File: src/rtl/uart_tx_only.sv
// -----------------------------------------------------------------------------
// uart_tx_only
//
// Byte-stream UART transmitter: a FIFO_DEPTH-entry byte FIFO feeding an 8N1
// serializer that drives the board TX line. It sits directly behind the line
// feeder. The feeder samples o_tx_ready once and then pushes a whole line
// (READY_FREE bytes) back-to-back without checking ready again, so ready is
// only high while that many entries are free.
//
// Handshake: i_tx_valid is a plain enqueue strobe with no ready qualification.
// Every cycle it is high, one byte is offered. The byte is stored if the FIFO
// has room, or if a pop frees an entry on the same edge. Otherwise the byte is
// dropped and o_overflow latches high until reset. o_tx_ready is advisory
// only: it reports that at least READY_FREE entries are free.
//
// Ports:
//   i_clk_20mhz   in   1  system clock (20 MHz)
//   i_rstn_20mhz  in   1  synchronous active-low reset
//   i_tx_data     in   8  byte to enqueue
//   i_tx_valid    in   1  enqueue strobe, one byte per high cycle
//   o_tx_ready    out  1  free entries >= READY_FREE
//   o_uart_tx     out  1  registered serial line, idle high
//   o_busy        out  1  FIFO non-empty or a frame in flight
//   o_overflow    out  1  sticky: a byte was dropped because the FIFO was full
//   dbg_state     out  2  serializer state (0 IDLE, 1 START, 2 DATA, 3 STOP)
// -----------------------------------------------------------------------------
module uart_tx_only #(
  parameter int CLKS_PER_BIT = 174,
  parameter int FIFO_DEPTH   = 64,
  parameter int READY_FREE   = 34
) (
  input  logic       i_clk_20mhz,
  input  logic       i_rstn_20mhz,
  input  logic [7:0] i_tx_data,
  input  logic       i_tx_valid,
  output logic       o_tx_ready,
  output logic       o_uart_tx,
  output logic       o_busy,
  output logic       o_overflow,
  output logic [1:0] dbg_state
);

  // ---------------------------------------------------------------------------
  // Derived widths and constants
  // ---------------------------------------------------------------------------
  localparam int AW = $clog2(FIFO_DEPTH);
  // The count must represent FIFO_DEPTH itself, so it is one bit wider than a pointer.
  localparam int CW = AW + 1;
  localparam int BW = (CLKS_PER_BIT > 1) ? $clog2(CLKS_PER_BIT) : 1;

  localparam logic [BW-1:0] BAUD_LAST = BW'(CLKS_PER_BIT - 1);
  localparam logic [CW-1:0] DEPTH_C   = CW'(FIFO_DEPTH);
  localparam logic [CW-1:0] FREE_MIN  = CW'(READY_FREE);

  typedef enum logic [1:0] {
    IDLE  = 2'd0,
    START = 2'd1,
    DATA  = 2'd2,
    STOP  = 2'd3
  } tx_state_t;

  // ---------------------------------------------------------------------------
  // Storage and state
  // ---------------------------------------------------------------------------
  logic [7:0]    mem [FIFO_DEPTH];
  logic [AW-1:0] wr_ptr_q;
  logic [AW-1:0] rd_ptr_q;
  logic [CW-1:0] count_q;
  logic          overflow_q;

  tx_state_t     state_q, state_d;
  logic [BW-1:0] baud_q, baud_d;
  logic [2:0]    bit_q, bit_d;
  logic [7:0]    shift_q, shift_d;
  logic          tx_q, tx_d;

  logic          pop;
  logic          push;
  logic          drop;
  logic          baud_done;
  logic [CW-1:0] free_cnt;

  // ---------------------------------------------------------------------------
  // FIFO control
  // ---------------------------------------------------------------------------
  // A pop only happens when count is nonzero. Because of that, a push while
  // full is legal on a popping edge: the freed slot takes the new byte.
  assign push = i_tx_valid && ((count_q != DEPTH_C) || pop);
  assign drop = i_tx_valid && (count_q == DEPTH_C) && !pop;

  assign free_cnt  = DEPTH_C - count_q;
  assign baud_done = (baud_q == BAUD_LAST);

  // The memory needs no reset. Pointers and count define what is valid.
  always_ff @(posedge i_clk_20mhz) begin
    if (push) begin
      mem[wr_ptr_q] <= i_tx_data;
    end
  end

  // ---------------------------------------------------------------------------
  // Serializer next-state / outputs
  // ---------------------------------------------------------------------------
  always_comb begin
    state_d = state_q;
    baud_d  = baud_q;
    bit_d   = bit_q;
    shift_d = shift_q;
    tx_d    = tx_q;
    pop     = 1'b0;

    case (state_q)
      IDLE: begin
        tx_d   = 1'b1;
        baud_d = '0;
        // The start bit goes out on the edge right after the byte lands.
        if (count_q != '0) begin
          pop     = 1'b1;
          shift_d = mem[rd_ptr_q];
          tx_d    = 1'b0;
          state_d = START;
        end
      end

      START: begin
        if (baud_done) begin
          baud_d  = '0;
          bit_d   = 3'd0;
          tx_d    = shift_q[0];
          state_d = DATA;
        end else begin
          baud_d = baud_q + 1'b1;
        end
      end

      DATA: begin
        if (baud_done) begin
          baud_d = '0;
          if (bit_q == 3'd7) begin
            tx_d    = 1'b1;
            state_d = STOP;
          end else begin
            // LSB first. The register shifts right, so the next bit sits at [1].
            bit_d   = bit_q + 1'b1;
            shift_d = {1'b0, shift_q[7:1]};
            tx_d    = shift_q[1];
          end
        end else begin
          baud_d = baud_q + 1'b1;
        end
      end

      STOP: begin
        if (baud_done) begin
          baud_d = '0;
          // Go straight into the next start bit so frames are contiguous.
          if (count_q != '0) begin
            pop     = 1'b1;
            shift_d = mem[rd_ptr_q];
            tx_d    = 1'b0;
            state_d = START;
          end else begin
            tx_d    = 1'b1;
            state_d = IDLE;
          end
        end else begin
          baud_d = baud_q + 1'b1;
        end
      end

      default: begin
        tx_d    = 1'b1;
        baud_d  = '0;
        state_d = IDLE;
      end
    endcase
  end

  // ---------------------------------------------------------------------------
  // Registers
  // ---------------------------------------------------------------------------
  always_ff @(posedge i_clk_20mhz) begin
    if (!i_rstn_20mhz) begin
      state_q    <= IDLE;
      baud_q     <= '0;
      bit_q      <= '0;
      shift_q    <= '0;
      tx_q       <= 1'b1;
      wr_ptr_q   <= '0;
      rd_ptr_q   <= '0;
      count_q    <= '0;
      overflow_q <= 1'b0;
    end else begin
      state_q <= state_d;
      baud_q  <= baud_d;
      bit_q   <= bit_d;
      shift_q <= shift_d;
      tx_q    <= tx_d;

      // The pointers wrap naturally because FIFO_DEPTH is a power of two.
      if (push) begin
        wr_ptr_q <= wr_ptr_q + 1'b1;
      end
      if (pop) begin
        rd_ptr_q <= rd_ptr_q + 1'b1;
      end

      case ({push, pop})
        2'b10:   count_q <= count_q + 1'b1;
        2'b01:   count_q <= count_q - 1'b1;
        default: count_q <= count_q;
      endcase

      if (drop) begin
        overflow_q <= 1'b1;
      end
    end
  end

  // ---------------------------------------------------------------------------
  // Outputs
  // ---------------------------------------------------------------------------
  assign o_uart_tx  = tx_q;
  assign o_tx_ready = (free_cnt >= FREE_MIN);
  assign o_busy     = (count_q != '0) || (state_q != IDLE);
  assign o_overflow = overflow_q;
  assign dbg_state  = state_q;

endmodule

File: config.mk
export PLATFORM = sky130hd
export DESIGN_NAME = uart_tx_only
export DESIGN_NICKNAME = d
export VERILOG_FILES = /design/src/rtl/uart_tx_only.sv
export SDC_FILE = /design/constraint.sdc
export NUM_CORES = 1
export LEC_CHECK = 0
export ABC_AREA = 1
export ABC_CLOCK_PERIOD_IN_PS = 2800
export CAP_MARGIN = 20
export CORE_ASPECT_RATIO = 0.75
export CORE_MARGIN = 2
export CORE_UTILIZATION = 40
export DETAILED_ROUTE_END_ITERATION = 10
export PLACE_DENSITY_LB_ADDON = 0.08
export SETUP_SLACK_MARGIN = 0.05
export SYNTH_ARGS = -nofsm -noshare
export SYNTH_HDL_FRONTEND = slang
export SYNTH_SLANG_ARGS = --single-unit
export TNS_END_PERCENT = 5
File: constraint.sdc
create_clock -name i_clk_20mhz -period 2.8 [get_ports i_clk_20mhz]
set_input_delay 0.56 -clock i_clk_20mhz [delete_from_list [all_inputs] [get_ports i_clk_20mhz]]
set_output_delay 0.56 -clock i_clk_20mhz [all_outputs]
set_load 0.01 [all_outputs]
After elaboration in Yosys (flattened, before gate mapping)

Memories as Yosys holds them, arrays and structs flattened. A register that Yosys moved wholly into a read port is not among the register bits.
Cells that the tools add are included.

Magnitude comparators: 1
Reductions and logical operators: 17
Eq/ne operators: 15
Add/subtract/negate cells: 7
Mux-type cells: 32

Operator list:

| operator                                                                            | count |
|---|---|
| 8-bit 2-to-1 mux                                                                    | 5 |
| 8-bit one-hot mux with 3 select lines                                               | 1 |
| 8-bit one-hot mux with 2 select lines                                               | 1 |
| 7-bit one-hot mux with 2 select lines                                               | 1 |
| 6-bit by 1-bit adder with 6-bit output, second input constant                       | 2 |
| 6-bit 2-to-1 mux                                                                    | 2 |
| 2-bit != test, second input constant                                                | 6 |
| 1-bit 2-to-1 mux                                                                    | 10 |
| 2-bit 2-to-1 mux                                                                    | 5 |
| 3-bit 2-to-1 mux                                                                    | 3 |
| 8-bit by 1-bit adder with 8-bit output, second input constant                       | 1 |
| 8-bit == test, second input constant                                                | 1 |
| 2-bit one-hot mux with 4 select lines                                               | 1 |
| 4-bit AND reduction                                                                 | 2 |
| 7-bit by 1-bit adder with 7-bit output, second input constant                       | 1 |
| 7-bit == test, second input constant                                                | 1 |
| 7-bit by 6-bit greater-or-equal comparator with 1-bit output, second input constant | 1 |
| 7-bit != test, second input constant                                                | 1 |
| 7-bit nonzero test                                                                  | 1 |
| 7-bit by 1-bit subtractor with 7-bit output, second input constant                  | 1 |
| 7-bit subtractor, first input constant                                              | 1 |
| 2-bit == test, second input constant                                                | 3 |
| 3-bit one-hot mux with 2 select lines                                               | 1 |
| 2-bit nonzero test                                                                  | 3 |
| other kinds (13)                                                                    | 17 |

Flip-flop bits (word level): 42
Memories: 1
Output and inout bits: 6
Bits in writable memories: 512
Bits of input ports: 11

Memory list:

| name | depth | bits a word | rd ports | clocked after memory_dff | write ports | RTL line | source |
|---|---|---|---|---|---|---|---|
| mem  | 64    | 8           | 1        | 1                        | 1           | 65       | `logic [7:0] mem [FIFO_DEPTH];` |

Logic depth before layout (Yosys ltp)

Gate-level depths: netlist (run 1).

Word-level depth: 8
Gate-level depth with buffers: 20

Worst setup path after synthesis (run 1)

No wires, ideal clock.

Kind: flip-flop to flip-flop
Start: register state_q[0] (netlist: dbg_state[0])
End: memory mem[11][0], enable pin
Path slack: 0.261 ns
Arrival: 2.169 ns
Required time: 2.430 ns
Cell stages (with the launch flop): 10
Setup time: 0.370 ns
Path buffers: 0
Cell sequence: dfxtp_1 inv_1 ha_1 nor2_8 nand2_8 nand2_4 nand2_8 nor2_2 nand3_1 nor2_1

Word-level cells in the longest chain between the ends: 6
Elaborated cells on any way between the ends: 7

Ends and longest elaborated chain:

| item                                             | RTL line | source |
|---|---|---|
| from (decl)                                      | 71       | `tx_state_t state_q, state_d;` |
| from (signal assigned)                           | 194      | `state_q <= state_d;` |
| 2-bit == test or 2-bit zero test (tied branches) | 112      | `case (state_q)` |
| 1-bit one-hot mux with 2 select lines *          | 112      |  |
| 1-bit logical OR *                               | 88       | `assign push = i_tx_valid && ((count_q != DEPTH_C) \|\| pop);` |
| 1-bit logical AND *                              | 88       |  |
| 1-bit 2-to-1 mux *                               | 96       | `if (push) begin` |
| 1-bit 2-to-1 mux (implied by the code) *         | 97       | `mem[wr_ptr_q] <= i_tx_data;` |
| to (decl)                                        | 65       |  |

Every way passes the cells marked *; elsewhere a longest branch is shown, timed or not.

Final worst setup path (run 1)

Start: register state_q[1] (netlist: dbg_state[1])
End: memory mem[23][6], enable pin

The elaborated chain is that of the path after synthesis.

==> results of run 1 <==
## Yosys cell counts (2+ instances only)
cell type                    n  area, µm²
sky130_fd_sc_hd__nand2_1   631       2370
sky130_fd_sc_hd__edfxtp_1  512      15400
sky130_fd_sc_hd__nand3_1   382       1910
sky130_fd_sc_hd__nor2_1    148        556
sky130_fd_sc_hd__buf_2      62        310
sky130_fd_sc_hd__inv_1      59        221
sky130_fd_sc_hd__o21ai_0    57        285
sky130_fd_sc_hd__dfxtp_1    48        961
sky130_fd_sc_hd__a21oi_1    45        225
sky130_fd_sc_hd__clkbuf_1   30        113
sky130_fd_sc_hd__o22ai_1    20        125
sky130_fd_sc_hd__buf_1      18       67.6
sky130_fd_sc_hd__ha_1       14        175
sky130_fd_sc_hd__nand4_1    11       68.8
sky130_fd_sc_hd__nor3_1      9       45.0
sky130_fd_sc_hd__o211ai_1    7       52.6
sky130_fd_sc_hd__o21ai_1     7       35.0
sky130_fd_sc_hd__nor2_2      6       37.5
sky130_fd_sc_hd__nand2_2     5       31.3
sky130_fd_sc_hd__and3_1      4       25.0
sky130_fd_sc_hd__nor3b_1     3       22.5
sky130_fd_sc_hd__a211oi_1    2       15.0
sky130_fd_sc_hd__buf_4       2       15.0
sky130_fd_sc_hd__buf_6       2       22.5
sky130_fd_sc_hd__inv_2       2       7.51
sky130_fd_sc_hd__nand2_4     2       22.5
sky130_fd_sc_hd__nand2_8     2       40.0
sky130_fd_sc_hd__nor2_4      2       22.5
sky130_fd_sc_hd__o21ai_2     2       17.5
sky130_fd_sc_hd__xnor2_1     2       17.5
sky130_fd_sc_hd__xor2_1      2       17.5
## sequential cells by signal (all words and copies together) (netlist names), named ones only
name / count
dbg_state: 2
wr_ptr_q: 6
count_q: 7
o_uart_tx: 1
baud_q: 8
shift_q: 8
bit_q: 3
rd_ptr_q: 6
mem: 512
o_overflow: 1
## cells by family (layout without fill, tap and decap cells)
| group | count (synthesis) | after routing | synth area share |
|---|---|---|---|
| buffers and inverters | 176 | 303 | 0.0328 |
| AO/OA/AOI/OAI | 145 | 145 | 0.0343 |
| XOR/XNOR | 4 | 4 | 0.00150 |
| adder cells (fa/ha/maj) | 14 | 14 | 0.00751 |
| flip-flops | 560 | 560 | 0.700 |
| AND/OR/NAND/NOR | 1211 | 1211 | 0.224 |
## cell type report
type	instances	area, µm²	share of cell area
sequential	560	16400	0.609
multi-input combinational	1374	6250	0.233
clock buffer	78	1550	0.0576
timing repair buffer	144	1300	0.0484
tap	780	976	0.0364
inverter	62	245	0.00914
clock inverter	19	178	0.00662
## layer usage
metal / up-vias / wire (µm) / track usage
li1: 7547 / - / -
met1: 7739 / 31200 / 0.322
met2: 462 / 27800 / 0.318
met3: 71 / 4400 / 0.0378
met4: 0 / 1120 / 0.0510
met5: - / 0 / 0
## worst min-delay path by stage
stage | start | to | slack [ps] | cells after the start
after floorplan | baud_q[0] | baud_q[0] | 430 | 1
after global placement | baud_q[0] | baud_q[0] | 440 | 1
after detailed placement | shift_q[2] | shift_q[2] | 460 | 2
after CTS | i_tx_data[2] | mem[61][2] | 330 | 1
after global routing | i_tx_data[2] | mem[61][2] | 350 | 1
final | i_tx_data[4] | mem[11][4] | 370 | 1
## per-stage QoR
step	setup WS [ps]	instance area, µm²	std cells
floorplan	261	23300	2110
global placement	276	25100	2919
detailed placement	229	25100	2919
CTS	71.0	26800	3017
global route	30.6	26800	3017
finish	208	26800	3017
## what timing repair did
action                                  in CTS  in global routing
pin swaps                                    1                  0
resized for setup                            7                  4
endpoints found under the setup margin       2                  7
buffers inserted                             1                  0
hold endpoints to repair                     0                  0
## critical path: cells and delay by family, from the launching register on
family / cells / cell delay, ps
buf+inv: 3 / 450
simple gates: 6 / 1050
flops: 1 / 370
fa+ha+maj: 1 / 410
## power by group through the flow
stage	clock network [W]	registers, W	logic [W]
2_1_floorplan	0	0.00956	0.00393
3_3_place_gp	0	0.00966	0.00590
3_5_place_dp	0	0.00966	0.00589
4_1_cts	0.00741	0.00949	0.00592
5_1_grt	0.00771	0.00951	0.00656
6_report	0.00725	0.00949	0.00589
==> report_table.html, run 1 <==
<table>
<tr><th>Metric</th><th>Value</th></tr>
<tr><th colspan="2">Yosys</th></tr>
<tr><td>Main synth FF type</td><td>sky130_fd_sc_hd__edfxtp_1</td></tr>
<tr><td>Synthesized instance count</td><td>2,110</td></tr>
<tr><td>Average cell area after synthesis</td><td>roughly 11 µm²</td></tr>
<tr><td>Yosys cell types</td><td>between 40 and 50</td></tr>
<tr><td>Proportion of register bits with asynchronous set or reset after synthesis</td><td>0</td></tr>
<tr><td>Netlist Area Pre-Place</td><td>23,300 µm²</td></tr>
<tr><td>Number of enable-type register cells in the synthesized netlist</td><td>512</td></tr>
<tr><td>Synth Net Count</td><td>2,135</td></tr>
<tr><td>Synthesis Warnings</td><td>0</td></tr>
<tr><td>Sequential share of the synthesized area</td><td>0.700</td></tr>
<tr><td>Number of synthesized register bits</td><td>560</td></tr>
<tr><th colspan="2">Floorplanning</th></tr>
<tr><td>Starting density of the core</td><td>0.406</td></tr>
<tr><td>Top-level I/O count</td><td>17</td></tr>
<tr><td>Overall die width</td><td>283 µm</td></tr>
<tr><td>Die outline area</td><td>60,300 µm²</td></tr>
<tr><td>Core Box Area</td><td>57,500 µm²</td></tr>
<tr><td>Total number of placement rows</td><td>76</td></tr>
<tr><td>Overall die height</td><td>213 µm</td></tr>
<tr><th colspan="2">STA</th></tr>
<tr><td>Setup repair after global routing missed its margin</td><td>yes</td></tr>
<tr><td>Portion of the clock cycle consumed by the worst path in the final layout</td><td>0.926</td></tr>
<tr><td>Endpoints failing setup</td><td>0</td></tr>
<tr><td>Top achievable clock speed</td><td>386 MHz</td></tr>
<tr><td>Final Max Tran Viols</td><td>0</td></tr>
<tr><td>Minimum period implied by the final worst setup slack</td><td>about 2600 ps</td></tr>
<tr><td>Setup TNS Final</td><td>0 ps</td></tr>
<tr><td>Final Hold Viols</td><td>0</td></tr>
<tr><td>Slew at the pin closest to its max-slew limit</td><td>800 ps</td></tr>
<tr><td>Max-slew headroom at the worst pin</td><td>0.466</td></tr>
<tr><td>Worst-case hold slack</td><td>368 ps</td></tr>
<tr><td>Final Skew</td><td>19.7 ps</td></tr>
<tr><th colspan="2">GRT</th></tr>
<tr><td>Antenna violations before repair</td><td>1</td></tr>
<tr><td>Global-route wire length before repair</td><td>between 90,000 and 100,000 µm</td></tr>
<tr><td>Number of global-route vias before repair</td><td>around 15k</td></tr>
<tr><td>Maximum number of pins on one net before global-route repair</td><td>85</td></tr>
<tr><td>Sum of overflow across all layers after global routing</td><td>0</td></tr>
<tr><td>Total global-route track usage</td><td>0.213</td></tr>
<tr><th colspan="2">Worst setup path</th></tr>
<tr><td>Data required time of the worst path</td><td>3110 ps</td></tr>
<tr><td>Library cell appearing most often on the critical path</td><td>sky130_fd_sc_hd__nand2_8</td></tr>
<tr><td>Reg-to-reg setup timing slack</td><td>210 ps</td></tr>
<tr><td>Crit Reg-Reg Startpoint</td><td>dbg_state[1]</td></tr>
<tr><td>Cell count of the worst reg-to-reg path</td><td>10</td></tr>
<tr><td>Nature of the critical path startpoint</td><td>flop</td></tr>
<tr><td>Critical path, cell by cell</td><td>inv_1 -&gt; ha_1 -&gt; nor2_8 -&gt; nand2_8 -&gt; nand2_4 -&gt; nand2_8 -&gt; inv_6 -&gt; nand2_2 -&gt; nor2_1 -&gt; buf_4</td></tr>
<tr><td>Critical path destination</td><td>mem[23][6]</td></tr>
<tr><td>Startpoint of the worst setup timing path</td><td>dbg_state[1]</td></tr>
<tr><td>Slowest CP cell</td><td>sky130_fd_sc_hd__ha_1</td></tr>
<tr><td>Type of the worst setup path</td><td>reg2reg</td></tr>
<tr><td>Critical path peak fanout</td><td>9</td></tr>
<tr><td>Reg-to-reg endpoint</td><td>mem[23][6]</td></tr>
<tr><td>Slowest stage delay, CP</td><td>410 ps</td></tr>
<tr><td>Critical path capture point type</td><td>flop</td></tr>
<tr><td>Arrival time of data at the critical path endpoint</td><td>around 2900 ps</td></tr>
<tr><th colspan="2">Run</th></tr>
<tr><td>Number of max-cap violations</td><td>0</td></tr>
<tr><th colspan="2">Clock tree</th></tr>
<tr><td>Clk Latency, worst-skew pair</td><td>620 ps</td></tr>
<tr><td>CTS Hold Buffers Added</td><td>0</td></tr>
<tr><td>Maximum number of buffers from clock root to sink</td><td>3</td></tr>
<tr><td>CTS tree</td><td>done</td></tr>
<tr><td>Clock slew seen by the registers of the worst setup and hold paths</td><td>~60 ps</td></tr>
<tr><td>CTS root buf</td><td>sky130_fd_sc_hd__clkbuf_16</td></tr>
<tr><td>Num CTS Buffers</td><td>56</td></tr>
<tr><td>Htree depth</td><td>2</td></tr>
<tr><td>Number of sinks on the clock net</td><td>560</td></tr>
<tr><th colspan="2">Power</th></tr>
<tr><td>Total power after layout</td><td>0.0226 W</td></tr>
<tr><td>Power share of the sequential group</td><td>0.419</td></tr>
<tr><td>Leakage</td><td>9.73 nW</td></tr>
<tr><td>Fraction of power consumed by combinational cells</td><td>0.260</td></tr>
<tr><td>Net Sw Frac</td><td>0.328</td></tr>
<tr><td>Worst IR drop on VDD</td><td>457 µV</td></tr>
<tr><td>Int Power</td><td>0.0152 W</td></tr>
<tr><td>Clk pwr share</td><td>0.320</td></tr>
<tr><td>PwrDens</td><td>843 nW/µm²</td></tr>
<tr><td>Net Switching</td><td>0.00743 W</td></tr>
<tr><th colspan="2">Worst hold path</th></tr>
<tr><td>Class of the most critical hold timing path</td><td>in2reg</td></tr>
<tr><th colspan="2">Cells and area</th></tr>
<tr><td>Commonest cells after routing, fill and taps aside</td><td>sky130_fd_sc_hd__nand2_1, sky130_fd_sc_hd__edfxtp_1, sky130_fd_sc_hd__nand3_1, sky130_fd_sc_hd__nor2_1, sky130_fd_sc_hd__buf_4</td></tr>
<tr><td>Most common cell after layout, fill and taps aside</td><td>sky130_fd_sc_hd__nand2_1</td></tr>
<tr><td>Antenna cells</td><td>0</td></tr>
<tr><td>Filler Cell Count</td><td>5,331</td></tr>
<tr><td>Share of cells above drive strength 1</td><td>0.113</td></tr>
<tr><td>Final-stage net count</td><td>2,223</td></tr>
<tr><td>End-of-flow core utilization</td><td>0.467</td></tr>
<tr><td>Synth-to-layout area growth</td><td>15.0%</td></tr>
<tr><th colspan="2">Detailed routing</th></tr>
<tr><td>Wire length after detailed routing</td><td>64,500 µm</td></tr>
<tr><td>Post-route DRC</td><td>0</td></tr>
<tr><td>First DRT Iteration DRCs</td><td>1,507</td></tr>
<tr><td>Initial DRT Pass Iterations</td><td>5</td></tr>
<tr><td>Drt via density</td><td>5.24</td></tr>
<tr><td>Post-route ant nets</td><td>0</td></tr>
<tr><td>Number of vias in the routed layout</td><td>15.8k</td></tr>
<tr><td>Post-detailed-route wirelength per cell</td><td>approximately 21 µm</td></tr>
<tr><th colspan="2">Place</th></tr>
<tr><td>Total half-perimeter wirelength after legalization and detailed placement</td><td>between 30,000 and 40,000 µm</td></tr>
<tr><td>Placer congestion estimate</td><td>0.836</td></tr>
<tr><td>I/O Buffers</td><td>16</td></tr>
<tr><th colspan="2">Outcome</th></tr>
<tr><td>Outcome</td><td>finished, final reports clean</td></tr>
</table>
No activity file was read; power rests on OpenSTA's default activity.
==> inputs of run 2 (changes only) <==
--- a/config.mk
+++ b/config.mk
@@ -8,7 +8,6 @@
 export ABC_AREA = 1
 export ABC_CLOCK_PERIOD_IN_PS = 2800
 export CAP_MARGIN = 20
-export CORE_ASPECT_RATIO = 0.75
 export CORE_MARGIN = 2
 export CORE_UTILIZATION = 40
 export DETAILED_ROUTE_END_ITERATION = 10
==> run 2 against run 1 <==
Effect of this change:
- global-route usage fell by 0.075 points
- sequential power barely moved
- total power rose by 2.2%
- utilization rose by 0.20 points
- worst hold slack improved by 97 ps
- non-clock buffer count rose by 3
- largest power group unchanged
- routed wire length fell by 1.8%
- critical endpoint is now mem[17][2]
- die area barely moved
- register-to-register slack improved by 40 ps
- flip-flop and latch count did not move
- via count fell by 0.26%
==> report_table.html, run 2 (synthesis gave the netlist of run 1 again) <==
<table>
<tr><th>Metric</th><th>Value</th></tr>
<tr><th colspan="2">Clock tree</th></tr>
<tr><td>Clk Latency, worst-skew pair</td><td>610 ps (about the same)</td></tr>
<tr><td>CTS root buf</td><td>sky130_fd_sc_hd__clkbuf_16</td></tr>
<tr><td>Clock slew seen by the registers of the worst setup and hold paths</td><td>60 ps (about the same)</td></tr>
<tr><td>CTS tree</td><td>done</td></tr>
<tr><td>Maximum number of buffers from clock root to sink</td><td>3 (unchanged)</td></tr>
<tr><td>Htree depth</td><td>2 (unchanged)</td></tr>
<tr><td>Number of sinks on the clock net</td><td>560 (unchanged)</td></tr>
<tr><td>Num CTS Buffers</td><td>59 (+5.4%)</td></tr>
<tr><th colspan="2">Power</th></tr>
<tr><td>Worst IR drop on VDD</td><td>535 µV (+17%)</td></tr>
<tr><td>Leakage</td><td>9.81 nW (+0.91%)</td></tr>
<tr><td>PwrDens</td><td>855 nW/µm² (+1.4%)</td></tr>
<tr><td>Total power after layout</td><td>0.0231 W (+2.2%)</td></tr>
<tr><th colspan="2">STA</th></tr>
<tr><td>Minimum period implied by the final worst setup slack</td><td>2550 ps (-43.1 ps)</td></tr>
<tr><td>Setup repair after global routing missed its margin</td><td>no</td></tr>
<tr><td>Final Skew</td><td>7.51 ps (-12.2 ps)</td></tr>
<tr><td>Portion of the clock cycle consumed by the worst path in the final layout</td><td>0.910 (-0.0154)</td></tr>
<tr><td>Final Max Tran Viols</td><td>0 (unchanged)</td></tr>
<tr><td>Max-slew headroom at the worst pin</td><td>0.499 (+0.0336)</td></tr>
<tr><td>Worst-case hold slack</td><td>465 ps (+96.6 ps)</td></tr>
<tr><td>Final worst-path setup slack</td><td>251 ps (+43.1 ps)</td></tr>
<tr><td>Slew at the pin closest to its max-slew limit</td><td>750 ps (-50.3 ps)</td></tr>
<tr><td>Setup TNS Final</td><td>0 ps (unchanged)</td></tr>
<tr><td>Endpoints failing setup</td><td>0 (unchanged)</td></tr>
<tr><td>Top achievable clock speed</td><td>392 MHz (+1.7%)</td></tr>
<tr><td>Final Hold Viols</td><td>0 (unchanged)</td></tr>
<tr><th colspan="2">Detailed routing</th></tr>
<tr><td>Drt via density</td><td>5.23 (-0.26%)</td></tr>
<tr><td>Post-detailed-route wirelength per cell</td><td>21.0 µm (-1.8%)</td></tr>
<tr><td>Initial DRT Pass Iterations</td><td>6 (+1)</td></tr>
<tr><td>Wire length after detailed routing</td><td>63,300 µm (-1.8%)</td></tr>
<tr><td>Number of vias in the routed layout</td><td>15.8k (-0.26%)</td></tr>
<tr><td>First DRT Iteration DRCs</td><td>1,043 (-31%)</td></tr>
<tr><td>Post-route ant nets</td><td>0 (unchanged)</td></tr>
<tr><td>Post-route DRC</td><td>0 (unchanged)</td></tr>
<tr><th colspan="2">Worst setup path</th></tr>
<tr><td>Critical path capture point type</td><td>flop</td></tr>
<tr><td>Data required time of the worst path</td><td>3120 ps (about the same)</td></tr>
<tr><td>Nature of the critical path startpoint</td><td>flop</td></tr>
<tr><td>Arrival time of data at the critical path endpoint</td><td>2870 ps (-40 ps)</td></tr>
<tr><td>Type of the worst setup path</td><td>reg2reg</td></tr>
<tr><td>Critical path peak fanout</td><td>9 (unchanged)</td></tr>
<tr><th colspan="2">Place</th></tr>
<tr><td>Total half-perimeter wirelength after legalization and detailed placement</td><td>38,200 µm (-3.9%)</td></tr>
<tr><td>Setup Slack @ Placement</td><td>78.6 ps (-150 ps)</td></tr>
<tr><td>Placer congestion estimate</td><td>0.862 (+3.2%)</td></tr>
<tr><td>I/O Buffers</td><td>16 (unchanged)</td></tr>
<tr><th colspan="2">Cells and area</th></tr>
<tr><td>Final-stage net count</td><td>2,229 (+0.27%)</td></tr>
<tr><td>Flip-flop count of the largest register after layout</td><td>512 (unchanged)</td></tr>
<tr><td>Antenna cells</td><td>0 (unchanged)</td></tr>
<tr><td>Filler Cell Count</td><td>5,348 (+0.32%)</td></tr>
<tr><td>Commonest cells after routing, fill and taps aside</td><td>sky130_fd_sc_hd__nand2_1, sky130_fd_sc_hd__edfxtp_1, sky130_fd_sc_hd__nand3_1, sky130_fd_sc_hd__nor2_1, sky130_fd_sc_hd__buf_4</td></tr>
<tr><td>Most common cell after layout, fill and taps aside</td><td>sky130_fd_sc_hd__nand2_1</td></tr>
<tr><td>Synth-to-layout area growth</td><td>15.9%</td></tr>
<tr><td>Most flop-heavy register</td><td>mem</td></tr>
<tr><td>Largest registers in the final layout</td><td>mem x512, baud_q x8, shift_q x8</td></tr>
<tr><td>Share of cells above drive strength 1</td><td>0.117 (+0.00458)</td></tr>
<tr><th colspan="2">Floorplanning</th></tr>
<tr><td>Core Box Area</td><td>57,700 µm² (+0.29%)</td></tr>
<tr><td>Overall die width</td><td>246 µm (-13%)</td></tr>
<tr><td>Starting density of the core</td><td>0.404 (-0.00116)</td></tr>
<tr><td>Top-level I/O count</td><td>17 (unchanged)</td></tr>
<tr><td>Total number of placement rows</td><td>88 (+16%)</td></tr>
<tr><td>Overall die height</td><td>246 µm (+15%)</td></tr>
<tr><td>Die outline area</td><td>60,300 µm² (about the same)</td></tr>
<tr><th colspan="2">GRT</th></tr>
<tr><td>Number of global-route vias before repair</td><td>15.5k (+3.0%)</td></tr>
<tr><td>Total global-route track usage</td><td>0.213 (-0.000751)</td></tr>
<tr><td>Antenna violations before repair</td><td>0 (-1)</td></tr>
<tr><td>Maximum number of pins on one net before global-route repair</td><td>72 (-15%)</td></tr>
<tr><td>Sum of overflow across all layers after global routing</td><td>0 (unchanged)</td></tr>
<tr><td>Global-route wire length before repair</td><td>96,600 µm (+0.70%)</td></tr>
<tr><th colspan="2">Worst hold path</th></tr>
<tr><td>Class of the most critical hold timing path</td><td>reg2reg</td></tr>
<tr><th colspan="2">Run</th></tr>
<tr><td>Number of max-cap violations</td><td>0 (unchanged)</td></tr>
<tr><th colspan="2">Outcome</th></tr>
<tr><td>Outcome</td><td>finished, final reports clean</td></tr>
</table>
==> run 2: cell types whose count changed in the layout (fill, tap and decap cells not counted), sizes merged <==
cell and change:
buf +3, clkinv +15, clkbuf -8, clkinvlp +4
inv -2, bufinv +3
==> run 2: power breakdown <==
group | internal [W] | leakage, nW | switching, W
clock network | 0.00450 | 0.924 | 0.00322
logic | 0.00188 | 3.89 | 0.00406
registers | 0.00929 | 5.00 | 0.000188
==> run 2: worst paths after layout <==
path	startpoint	end	slack, ps	cells past startpoint
setup / recovery	count_q[0]	mem[17][2]	250	14
hold / removal	baud_q[0]	baud_q[0]	460	1
setup reg to reg	count_q[0]	mem[17][2]	250	14
hold reg to reg	baud_q[0]	baud_q[0]	460	1
==> run 2: repair_timing <==
action	CTS	global route
resized for setup	8	3
pin swaps	1	0
setup endpoints to repair	2	47
setup buffers	1	0
hold buffers	0	0
==> run 2: final cells by class <==
type / instances / area [µm²] / share of cell area
clock buffers: 70 / 1560 / 0.0577
clock inverters: 39 / 339 / 0.0125
inverters: 62 / 245 / 0.00907
multi-input cells: 1374 / 6250 / 0.231
flip-flops and latches: 560 / 16300 / 0.605
well taps: 765 / 957 / 0.0354
repair buffers: 147 / 1340 / 0.0494
==> run 2: metal layers <==
layer	vias to the layer above	part of all wire	track usage
li1	7570	-	-
met1	7726	0.45	0.296
met2	400	0.47	0.349
met3	82	0.055	0.0331
met4	0	0.022	0.0547
met5	-	0	0
==> run 2: critical path, stage by stage (launching register included) <==
cell	delay [ps]
sky130_fd_sc_hd__dfxtp_1	330
sky130_fd_sc_hd__inv_1	80
sky130_fd_sc_hd__ha_2	210
sky130_fd_sc_hd__nand2_1	110
sky130_fd_sc_hd__nor2_4	40
sky130_fd_sc_hd__buf_4	150
sky130_fd_sc_hd__nor2_8	110
sky130_fd_sc_hd__nand2_8	80
sky130_fd_sc_hd__nand2_4	90
sky130_fd_sc_hd__nand2_8	80
sky130_fd_sc_hd__nor2_2	140
sky130_fd_sc_hd__nand3_2	260
sky130_fd_sc_hd__buf_4	270
sky130_fd_sc_hd__nor2_1	90
sky130_fd_sc_hd__buf_4	190
==> run 2: per-stage QoR <==
| stage | utilization | cells | instance area (µm²) |
|---|---|---|---|
| 6_report | 0.469 | 3017 | 27000 |
| 4_1_cts | 0.469 | 3017 | 27000 |
| 3_5_place_dp | 0.435 | 2907 | 25100 |
| 5_1_grt | 0.469 | 3017 | 27000 |
| 2_1_floorplan | - | 2110 | 23300 |
| 3_3_place_gp | 0.435 | 2907 | 25100 |
